File: src/rtl/ivl_uvm_ovl_pkg.sv
// Shared types and constants for the ovl_increment stimulus generator.
// Holds the sequencer state encoding and counter widths.
package ivl_uvm_ovl_pkg;

   localparam int STEP_CNT_W = 8;
   localparam int HOLD_W     = 4;

   typedef enum logic [2:0] {
      S_IDLE = 3'd0,
      S_LOAD = 3'd1,
      S_HOLD = 3'd2,
      S_STEP = 3'd3,
      S_DONE = 3'd4
   } state_t;

endpackage

File: src/rtl/ivl_uvm_ovl_hold_timer.sv
// Hold countdown for the stimulus generator.
// Ports: clock, reset (sync, active-low), i_load/i_count reload the
// counter, i_en decrements it, o_expire is high when it reaches zero.
module ivl_uvm_ovl_hold_timer
   import ivl_uvm_ovl_pkg::*;
(
   input  logic              clock,
   input  logic              reset,
   input  logic              i_load,
   input  logic              i_en,
   input  logic [HOLD_W-1:0] i_count,
   output logic              o_expire
);

   logic [HOLD_W-1:0] r_cnt;

   always_ff @(posedge clock) begin
      if (!reset) begin
         r_cnt <= '0;
      end else if (i_load) begin
         r_cnt <= i_count;
      end else if (i_en && (r_cnt != '0)) begin
         r_cnt <= r_cnt - 1'b1;
      end
   end

   assign o_expire = (r_cnt == '0);

endmodule

File: src/rtl/ivl_uvm_ovl_incr_stim_gen.sv
// Stimulus generator driving test_expr for an ovl_increment checker.
// Ports: clock, reset (sync, active-low), enable (freeze when low),
// start + init_value/num_steps/hold_cycles/err_inject_en/err_step
// (captured on accepted start); outputs test_expr, busy, done,
// fire_expected and wrap.
module ivl_uvm_ovl_incr_stim_gen
   import ivl_uvm_ovl_pkg::*;
#(
   parameter int unsigned WIDTH = 4,
   parameter int unsigned VALUE = 1
) (
   input  logic                  clock,
   input  logic                  reset,
   input  logic                  enable,
   input  logic                  start,
   input  logic [WIDTH-1:0]      init_value,
   input  logic [STEP_CNT_W-1:0] num_steps,
   input  logic [HOLD_W-1:0]     hold_cycles,
   input  logic                  err_inject_en,
   input  logic [STEP_CNT_W-1:0] err_step,
   output logic [WIDTH-1:0]      test_expr,
   output logic                  busy,
   output logic                  done,
   output logic                  fire_expected,
   output logic                  wrap
);

   localparam logic [WIDTH:0] VAL_EXT = (WIDTH+1)'(VALUE);

   state_t                r_state;
   logic [WIDTH-1:0]      r_test;
   logic [STEP_CNT_W-1:0] r_cnt;
   logic [STEP_CNT_W-1:0] r_num;
   logic [HOLD_W-1:0]     r_hold;
   logic                  r_err_en;
   logic [STEP_CNT_W-1:0] r_err_step;
   logic                  r_busy;
   logic                  r_done;
   logic                  r_fire;
   logic                  r_wrap;

   logic                  w_expire;
   logic                  w_tmr_load;
   logic                  w_tmr_en;
   logic                  w_inj;
   logic [STEP_CNT_W:0]   w_cnt_p1;
   logic [WIDTH:0]        w_sum;

   // Extra bit so step 255 still compares correctly against err_step.
   assign w_cnt_p1 = {1'b0, r_cnt} + 1'b1;
   assign w_inj    = r_err_en && (w_cnt_p1 == {1'b0, r_err_step});

   // Unreduced sum; its top bit is the wrap indication.
   assign w_sum = {1'b0, r_test} + VAL_EXT + {{WIDTH{1'b0}}, w_inj};

   // Timer reloads on every entry into HOLD.
   assign w_tmr_load = enable &&
      (((r_state == S_LOAD) && (r_num != '0)) ||
       ((r_state == S_STEP) && (r_cnt < r_num)));
   assign w_tmr_en = enable && (r_state == S_HOLD);

   ivl_uvm_ovl_hold_timer u_hold (
      .clock    (clock),
      .reset    (reset),
      .i_load   (w_tmr_load),
      .i_en     (w_tmr_en),
      .i_count  (r_hold),
      .o_expire (w_expire)
   );

   always_ff @(posedge clock) begin
      if (!reset) begin
         r_state    <= S_IDLE;
         r_test     <= '0;
         r_cnt      <= '0;
         r_num      <= '0;
         r_hold     <= '0;
         r_err_en   <= 1'b0;
         r_err_step <= '0;
         r_busy     <= 1'b0;
         r_done     <= 1'b0;
         r_fire     <= 1'b0;
         r_wrap     <= 1'b0;
      end else if (enable) begin
         r_done <= 1'b0;
         r_fire <= 1'b0;
         r_wrap <= 1'b0;
         unique case (r_state)
            S_IDLE: begin
               if (start) begin
                  r_num      <= num_steps;
                  r_hold     <= hold_cycles;
                  r_err_en   <= err_inject_en;
                  r_err_step <= err_step;
                  r_test     <= init_value;
                  r_cnt      <= '0;
                  r_busy     <= 1'b1;
                  r_state    <= S_LOAD;
               end
            end
            S_LOAD: begin
               if (r_num != '0) begin
                  r_state <= S_HOLD;
               end else begin
                  r_state <= S_DONE;
                  r_done  <= 1'b1;
                  r_busy  <= 1'b0;
               end
            end
            S_HOLD: begin
               // The step value is committed as STEP is entered.
               if (w_expire) begin
                  r_test  <= w_sum[WIDTH-1:0];
                  r_wrap  <= w_sum[WIDTH];
                  r_fire  <= w_inj;
                  r_cnt   <= r_cnt + 1'b1;
                  r_state <= S_STEP;
               end
            end
            S_STEP: begin
               if (r_cnt < r_num) begin
                  r_state <= S_HOLD;
               end else begin
                  r_state <= S_DONE;
                  r_done  <= 1'b1;
                  r_busy  <= 1'b0;
               end
            end
            S_DONE: begin
               r_state <= S_IDLE;
            end
            default: begin
               r_state <= S_IDLE;
               r_busy  <= 1'b0;
            end
         endcase
      end
   end

   // Pulses are masked while frozen; they reappear once on resume.
   assign test_expr     = r_test;
   assign busy          = r_busy;
   assign done          = r_done & enable;
   assign fire_expected = r_fire & enable;
   assign wrap          = r_wrap & enable;

endmodule

File: config.mk
export PLATFORM = sky130hd
export DESIGN_NAME = ivl_uvm_ovl_incr_stim_gen
export DESIGN_NICKNAME = d
export VERILOG_FILES = /design/src/rtl/ivl_uvm_ovl_pkg.sv /design/src/rtl/ivl_uvm_ovl_hold_timer.sv /design/src/rtl/ivl_uvm_ovl_incr_stim_gen.sv
export SDC_FILE = /design/constraint.sdc
export NUM_CORES = 1
export LEC_CHECK = 0
export CORE_MARGIN = 2
export CORE_UTILIZATION = 50
export CTS_CLUSTER_DIAMETER = 60
export CTS_CLUSTER_SIZE = 12
export DETAILED_ROUTE_END_ITERATION = 6
export PLACE_DENSITY = 0.72
export SLEW_MARGIN = 20
export SYNTH_ARGS = -nofsm -noshare
export SYNTH_HDL_FRONTEND = slang
export SYNTH_SLANG_ARGS = --single-unit
File: constraint.sdc
create_clock -name clock -period 4.5 [get_ports clock]
set_input_delay 1.125 -clock clock [delete_from_list [all_inputs] [get_ports clock]]
set_output_delay 1.125 -clock clock [all_outputs]
set_load 0.01 [all_outputs]
==> results of run 1 <==
power breakdown:
part / switching, mW / internal (mW)
logic: 0.0728 / 0.0707
clock network: 0.137 / 0.123
registers: 0.0169 / 0.407
total: 0.226 / 0.601
metal layers:
layer	GRT usage, %	part of all wire, %	wire [um]
met1	26.7	47	2400
met2	34.5	47	2420
met3	4.25	4.6	235
met4	6.06	1.6	83
met5	0	0	0
worst max-delay path, cell delays in order:
cell and delay, ns:
sky130_fd_sc_hd__clkdlybuf4s50_1 0.75, sky130_fd_sc_hd__and2_1 0.20, sky130_fd_sc_hd__clkdlybuf4s50_1 0.53
cells in the mapped netlist (all sizes together):
library cell  number  area [um2]
buf                3        27.5
nand2b             7        58.8
ha                11         138
or3                6        37.5
and2               6        37.5
o211ai             2        33.8
a211oi             2        15.0
nor2b              2        12.5
inv               16        60.1
a2111oi            1        27.5
nand3b             5        41.3
nand4              3        18.8
or4                1        7.51
or2                1        6.26
a311oi             1        8.76
a31oi              8        56.3
clkbuf            11        51.3
o41ai              1        8.76
a22oi              1        7.51
xnor2              9        78.8
xor2               4        35.0
nor3b              4        40.0
and3               2        12.5
and2b              1        8.76
a211o              2        17.5
nor4               4        25.0
nand2             49         184
dfxtp             44         881
o31ai              2        15.0
nor3               3        15.0
o21ai             14        70.1
nand3             10        50.1
a21boi             9        67.6
a21oi             33         165
o221ai             1        8.76
o22ai              1        6.26
nor2              14        52.6
or2b               2        17.5
o211a              1        10.0
state kept, by name, summed over array words and instances, names as in the netlist:
register	flops
r_hold	4
r_err_step	8
busy	1
r_wrap	1
r_fire	1
r_cnt	8
test_expr	4
r_done	1
r_state	3
r_num	8
u_hold.r_cnt	4
r_err_en	1
stage by stage:
stage | setup slack [ns] | power [mW] | utilization, % | instances
floorplan | 1.87 | 0.525 | - | 297
global placement | 0.754 | 0.575 | 59.3 | 375
detailed placement | 0.763 | 0.577 | 59.3 | 375
CTS | 0.756 | 0.835 | 61.3 | 383
global route | 0.695 | 0.869 | 61.3 | 383
finish | 0.767 | 0.827 | 61.3 | 383
worst max path at each step:
stage,startpoint,end
6_report,enable,fire_expected
5_1_grt,enable,done
3_3_place_gp,enable,fire_expected
4_1_cts,enable,fire_expected
2_1_floorplan,enable,done
3_5_place_dp,enable,fire_expected
final cells by class:
type	instances	area, um2
flip-flops and latches	44	881
well taps	54	67.6
inverters	16	60.1
multi-input cells	223	1400
clock buffers	6	82.6
fillers	429	1820
repair buffers	38	375
clock inverters	2	10.0
cell families (layout without fill, tap and decap cells):
logic type      count (synthesis)  after routing  share of synthesized area (%)
compound gates                 79             79                           21.5
xor+xnor                       13             13                           4.72
fa+ha+maj                      11             11                           5.70
buf+inv                        30             62                           5.75
flops                          44             44                           36.5
simple gates                  120            120                           25.9
cell usage in the layout (no fill, tap or decap), drive strengths merged, types with 3 or more instances in the layout:
cell	instances
ha	11
nor3	3
nand2	49
inv	16
nand2b	7
nor4	4
nand4	3
nor3b	4
nand3b	5
xnor2	9
o21ai	14
a31oi	8
a21boi	9
nand3	10
xor2	4
or3	6
nor2	14
clkdlybuf4s50	36
clkbuf	6
a21oi	33
and2	6
dfxtp	44
==> summary by stage, run 1 <==
Yosys
Yosys mapped the design onto 49 distinct sky130hd cell types. The synthesized area is around 2400 um2. The average instance in the mapped netlist occupies 8.13 um2. The synthesized flop and latch total is 44.

The number of nets in the synthesized netlist is 337. The sequential element share of the synthesized area is 36.5%. After technology mapping, the gate count stands at 297. The synthesis warning total is 0.

Die
In this run the standard cell core region covers around 4700 um2. Row generation in the floorplan step produced 25 rows. The starting density of the core is roughly half. The area of the die is 5400 um2. The horizontal extent of the die is 73.5 um. 37 I/O pins were placed.

The die is 73.5 um tall.

Clock network
Clock tree synthesis inserted a total of 5 buffers. In this run the clock root is driven by a sky130_fd_sc_hd__clkbuf_8. The H-tree generated during clock tree synthesis spans 2 levels.

In this run the deepest clock path goes through 2 buffers. The number of gates resized after CTS was 0. The number of sinks driven by the clock tree is 44.

The clock transition time at the flip-flop clock pins of the worst setup and hold paths is ~0.08 ns. TritonCTS built the clock tree. The cts-stage hold buffer count is 0. The count of buffers added by post-CTS timing repair for setup is 0. The later-pin clock latency in the skew report is 0.30 ns.

Power
For this design the static power due to leakage is 1.09 nW. VDD sags by at most ~0.16 mV. The power density over the cells is 288 nW/um2.

Setup path
The maximum net fanout on the critical path is 13. The worst setup path is of the primary input to output pin kind. The endpoint identified for the worst register-to-register timing path is test_expr[2]$_SDFFE_PN0P_.

In this run the critical register-to-register path is launched from r_cnt[0]$_SDFFE_PN0P_. At the worst endpoint, the required time is 3.38 ns. The minimum setup slack among reg-to-reg paths is 1.56 ns. The kind of launch point of the worst setup path is a primary input. The worst setup path is captured at an output pin. The worst reg-to-reg path cell count is 13.

Data arrives at the worst endpoint at 2.61 ns.

STA
The fraction of the cycle the final worst path needs is 83.0%. The worst pin sits at a relative slew slack of 34.6%. Setup repair after global routing left no endpoint under its margin. The final count of hold timing violations is 0. The smallest clock period supported by the final layout is computed as about 3.7 ns. The highest achievable clock rate is ~270 MHz. The number of pins exceeding their max-slew limit in the final report came to 0.

The number of setup violations in the final report is 0. The setup TNS after final layout is 0 ns. At the pin with the least slew margin, the transition time is 0.980 ns.

The final clock skew is 0.00404 ns. Final hold analysis gives a worst-case slack of approximately 0.45 ns.

Detailed routing
The number of violations reported at the end of detailed-routing iteration 0 is 133. The total via count after detailed routing is 2,114. After detailed routing, the number of remaining DRC violations is 0. The detailed-route wire length is 5130 um. In the final routed layout, each cell accounts on average for 13.4 um. The number of iterations in the first detailed-routing pass is 4.

Once detail routing completed, the nets flagged for antenna violations numbered 0. After detailed routing, the number of vias per cell comes to 5.52.

GRT
The overall routing resource usage is 20.6%. The via count of the first global-routing pass is 2,030. The number of antenna violations at the first check in global routing is 0. The total overflow left after global routing is 0. The maximum number of pins on one net before global-route repair is 30.

The wire length of the first global-routing pass is about 8800 um.

Worst hold path
The class of the worst hold path is flip-flop to flip-flop. The worst min-delay path startpoint is r_hold[3]$_SDFFE_PN0P_. The path with the worst hold slack has its endpoint at r_hold[3]$_SDFFE_PN0P_. The number of stages on the worst hold path is 2.

Run status
The run finished with clean final reports.

Run
The number of max-capacitance violations reported is 0.

Layout
0 antenna diodes ended up in the layout. The total non-filler cell area in the finished layout is 2880 um2. The final-stage net count is approximately 370. In the final layout, the share of cells above drive strength 1 is 7.60%.

The area growth from synthesis to layout is 19.1%.

Placement
At the end of routability-driven placement, the weighted congestion stood at 0.798. Summing all placed instances gives a cell area of 2780 um2. During placement, the flow inserted port buffers numbering 36.

The placed wire-length estimate is between 3000 and 4000 um.
Note: power is estimated with default switching activity, not from simulation.
==> inputs of run 2 (changes only) <==
==> constraint.sdc (replaced) <==
create_clock -name clock -period 3.66 [get_ports clock]
set_input_delay 0.915 -clock clock [delete_from_list [all_inputs] [get_ports clock]]
set_output_delay 0.915 -clock clock [all_outputs]
set_load 0.01 [all_outputs]
==> run 2 against run 1 <==
Against the previous run:
- die area did not move
- via count rose by 1.3%
- hold slack improved by 0.0072 ns
- combinational power rose by 24%
- sequential cell count did not move
- largest cell class unchanged
- clock-buffer cell count rose by 2
- critical path depth did not move
- non-clock buffer count rose by 1
- sequential power rose by 23%
- first-iteration DRC count fell by 26%
- cell area rose by 0.17%
==> summary by stage, run 2 (same netlist as run 1, synthesis figures left out) <==
Run status
Run status: completed (unchanged).

STA
The highest achievable clock rate is 327 MHz. The final clock skew came to 0.00891 ns (was 0.00404 ns). The setup TNS after final layout is 0 ns (unchanged). RSZ-0062 raised after global routing: false (unchanged). The number of pins exceeding their max-slew limit in the final report was 0 (unchanged). The final count of hold timing violations is 0 (unchanged).

The worst-margin pin slew came to 0.949 ns (was 0.980 ns). Dividing the final minimum period by the clock period gives 83.7%. The final worst slack is 0.598 ns (was 0.767 ns). The worst slew margin relative to its limit came to 36.7% (was 34.6%). The clock period minus worst slack is 3.06 ns. The number of setup violations in the final report came to 0 (unchanged).

Detailed routing
The detailed-route wire length is 5180 um (was 5130 um). The total via count after detailed routing is 2,141 (was 2,114). The number of remaining DRC errors is 0 (unchanged).

The number of violations reported at the end of detailed-routing iteration 0 was 98 (was 133). The highest metal layer with signal wires is met4 (unchanged). The routed length per instance is 13.5 um (was 13.4 um). The number of routed nets with antenna violations is 0 (unchanged). The met3 routed wirelength is 238 um (was 235 um).

The routed metal-1 wirelength is 2450 um (was 2400 um). The number of iterations in the first detailed-routing pass is 4 (unchanged). The detailed route wirelength on metal2 is 2410 um (was 2420 um).

The vias per cell is 5.58 (was 5.52).

Clock network
The number of sinks driven by the clock tree is 44 (unchanged). The root cell of the clock tree is sky130_fd_sc_hd__clkbuf_8 (unchanged). The maximum root-to-sink buffer count is 2 (unchanged). The CTS tree is built (unchanged). The H-tree depth is 2 (unchanged). The cts-stage hold buffer count came to 0 (unchanged).

The clock transition time at the flip-flop clock pins of the worst setup and hold paths is 0.08 ns (about the same). The number of buffers added by the clock tree synthesis step is 5 (unchanged). The later-pin clock latency in the skew report is 0.30 ns (about the same).

The count of buffers added by post-CTS timing repair for setup is 0 (unchanged). The number of gates resized after CTS was 0 (unchanged).

Layout
The share of final-layout standard cells stronger than drive strength 1 is 7.27% (was 7.60%). The final-stage net count is 369 (was 368). The layout filler cell count is 437 (was 429). The area of the multi-input gates came to 1400 um2 (unchanged). Top library cells by usage in the layout, fill and taps aside: 49 x sky130_fd_sc_hd__nand2_1, 44 x sky130_fd_sc_hd__dfxtp_1, 36 x sky130_fd_sc_hd__clkdlybuf4s50_1 (unchanged). The register cell area after layout came to 881 um2 (unchanged). The area growth from synthesis to layout was 19.3% (was 19.1%). Top Registers: r_cnt (8), r_err_step (8), r_num (8) (unchanged).

The antenna diode count is 0 (unchanged). The utilization after layout was 61.4% (was 61.3%). The most frequent standard cell in the layout excluding fill and tap cells is sky130_fd_sc_hd__nand2_1 (unchanged).

Die
The starting density of the core came to 51.5% (unchanged). The horizontal extent of the die was 73.5 um (unchanged). The vertical extent of the die was 73.5 um (unchanged). The total number of placement rows is 25 (unchanged).

The core footprint is 4690 um2 (unchanged). The number of ports placed on the die boundary was 37 (unchanged). The area of the die was 5400 um2 (unchanged).

Setup path
The family with the most delay on the worst path is buffers and inverters (unchanged). The type of the worst setup path is primary input to output pin (unchanged). The slowest cell on the critical path was sky130_fd_sc_hd__clkdlybuf4s50_1 (unchanged). The buffering stage count on the worst path with inverters included is 2 (unchanged). The maximum net fanout on the critical path is 6 (was 13). The library cell appearing most often on the critical path is sky130_fd_sc_hd__clkdlybuf4s50_1 (unchanged).

The critical path required time is 2.74 ns (was 3.38 ns). The data arrival time of the critical path is 2.15 ns (was 2.61 ns). Sequence of cells on the critical path: clkdlybuf4s50_1 -> and2_1 -> clkdlybuf4s50_1 (unchanged). The nature of the critical path endpoint is an output pin (unchanged). The peak per-stage delay on the critical path is 0.55 ns (was 0.75 ns). The kind of launch point of the worst setup path is a primary input (unchanged).

GRT
The residual overflow from global routing was 0 (unchanged). The wire length of the first global-routing pass was 9160 um (was 8830 um). The via count of the first global-routing pass is 1,986 (was 2,030). The number of antenna violations at the first check in global routing came to 0 (unchanged). The maximum number of pins on one net before global-route repair came to 30 (unchanged).

The overall routing resource usage is 21.7% (was 20.6%).

Power
The leakage component of the power came to 1.09 nW (about the same). The worst voltage drop across the vdd grid was 0.227 mV (was 0.164 mV). The power density over the cells is 353 nW/um2 (was 288 nW/um2).

Run
The number of max-capacitance violations reported was 0 (unchanged).

Placement
The final RePlAce weighted congestion is 0.803 (was 0.798). The number of port buffers came to 36 (unchanged). The pre-CTS setup slack is 0.600 ns (was 0.763 ns). The placed wire-length estimate came to 3700 um (was 3630 um).

Worst hold path
The class of the worst hold path is flip-flop to flip-flop (unchanged).
run 2: path summary, 6_finish.rpt:
path	start	end	slack [ns]	depth (start not counted)
worst min-delay path	r_hold[2]$_SDFFE_PN0P_	r_hold[2]$_SDFFE_PN0P_	0.46	2
worst min register to register	r_hold[2]$_SDFFE_PN0P_	r_hold[2]$_SDFFE_PN0P_	0.46	2
worst max register to register	r_cnt[0]$_SDFFE_PN0P_	test_expr[2]$_SDFFE_PN0P_	0.71	13
worst max-delay path	enable	fire_expected	0.60	3
run 2: layer usage:
| layer | GRT usage [%] | vias to the layer above |
|---|---|---|
| li1 | - | 1095 |
| met3 | 5.35 | 7 |
| met2 | 34.6 | 51 |
| met4 | 8.08 | 0 |
| met1 | 28.2 | 988 |
| met5 | 0 | - |
run 2: report_power, final:
group | internal (mW) | total [mW] | leakage [nW] | switching, mW
Sequential | 0.501 | 0.522 | 0.358 | 0.0210
Combinational | 0.0879 | 0.178 | 0.682 | 0.0905
Clock | 0.154 | 0.316 | 0.0455 | 0.162
Total | 0.743 | 1.02 | 1.09 | 0.273
run 2: metrics by stage:
step                cells  hold slack [ns]  instance area, um2  power [mW]
finish                384            0.461                2880        1.02
global route          384            0.488                2880        1.07
detailed placement    376            0.449                2790       0.711
floorplan             297            0.435                2410       0.646
global placement      376            0.443                2790       0.708
CTS                   384            0.462                2880        1.02
run 2: worst min-delay path, delay by kind of cell, from the launching register on:
family           cells  cell delay [ns]
AO/OA/AOI/OAI        1             0.06
flip-flops           1             0.31
AND/OR/NAND/NOR      1             0.05
run 2: area by class of cell:
cell class	instances	area share (%)
inverter	16	2.08
clock buffer	8	3.13
multi-input combinational	223	48.6
sequential	44	30.6
tap	54	2.34
timing repair buffer	39	13.3
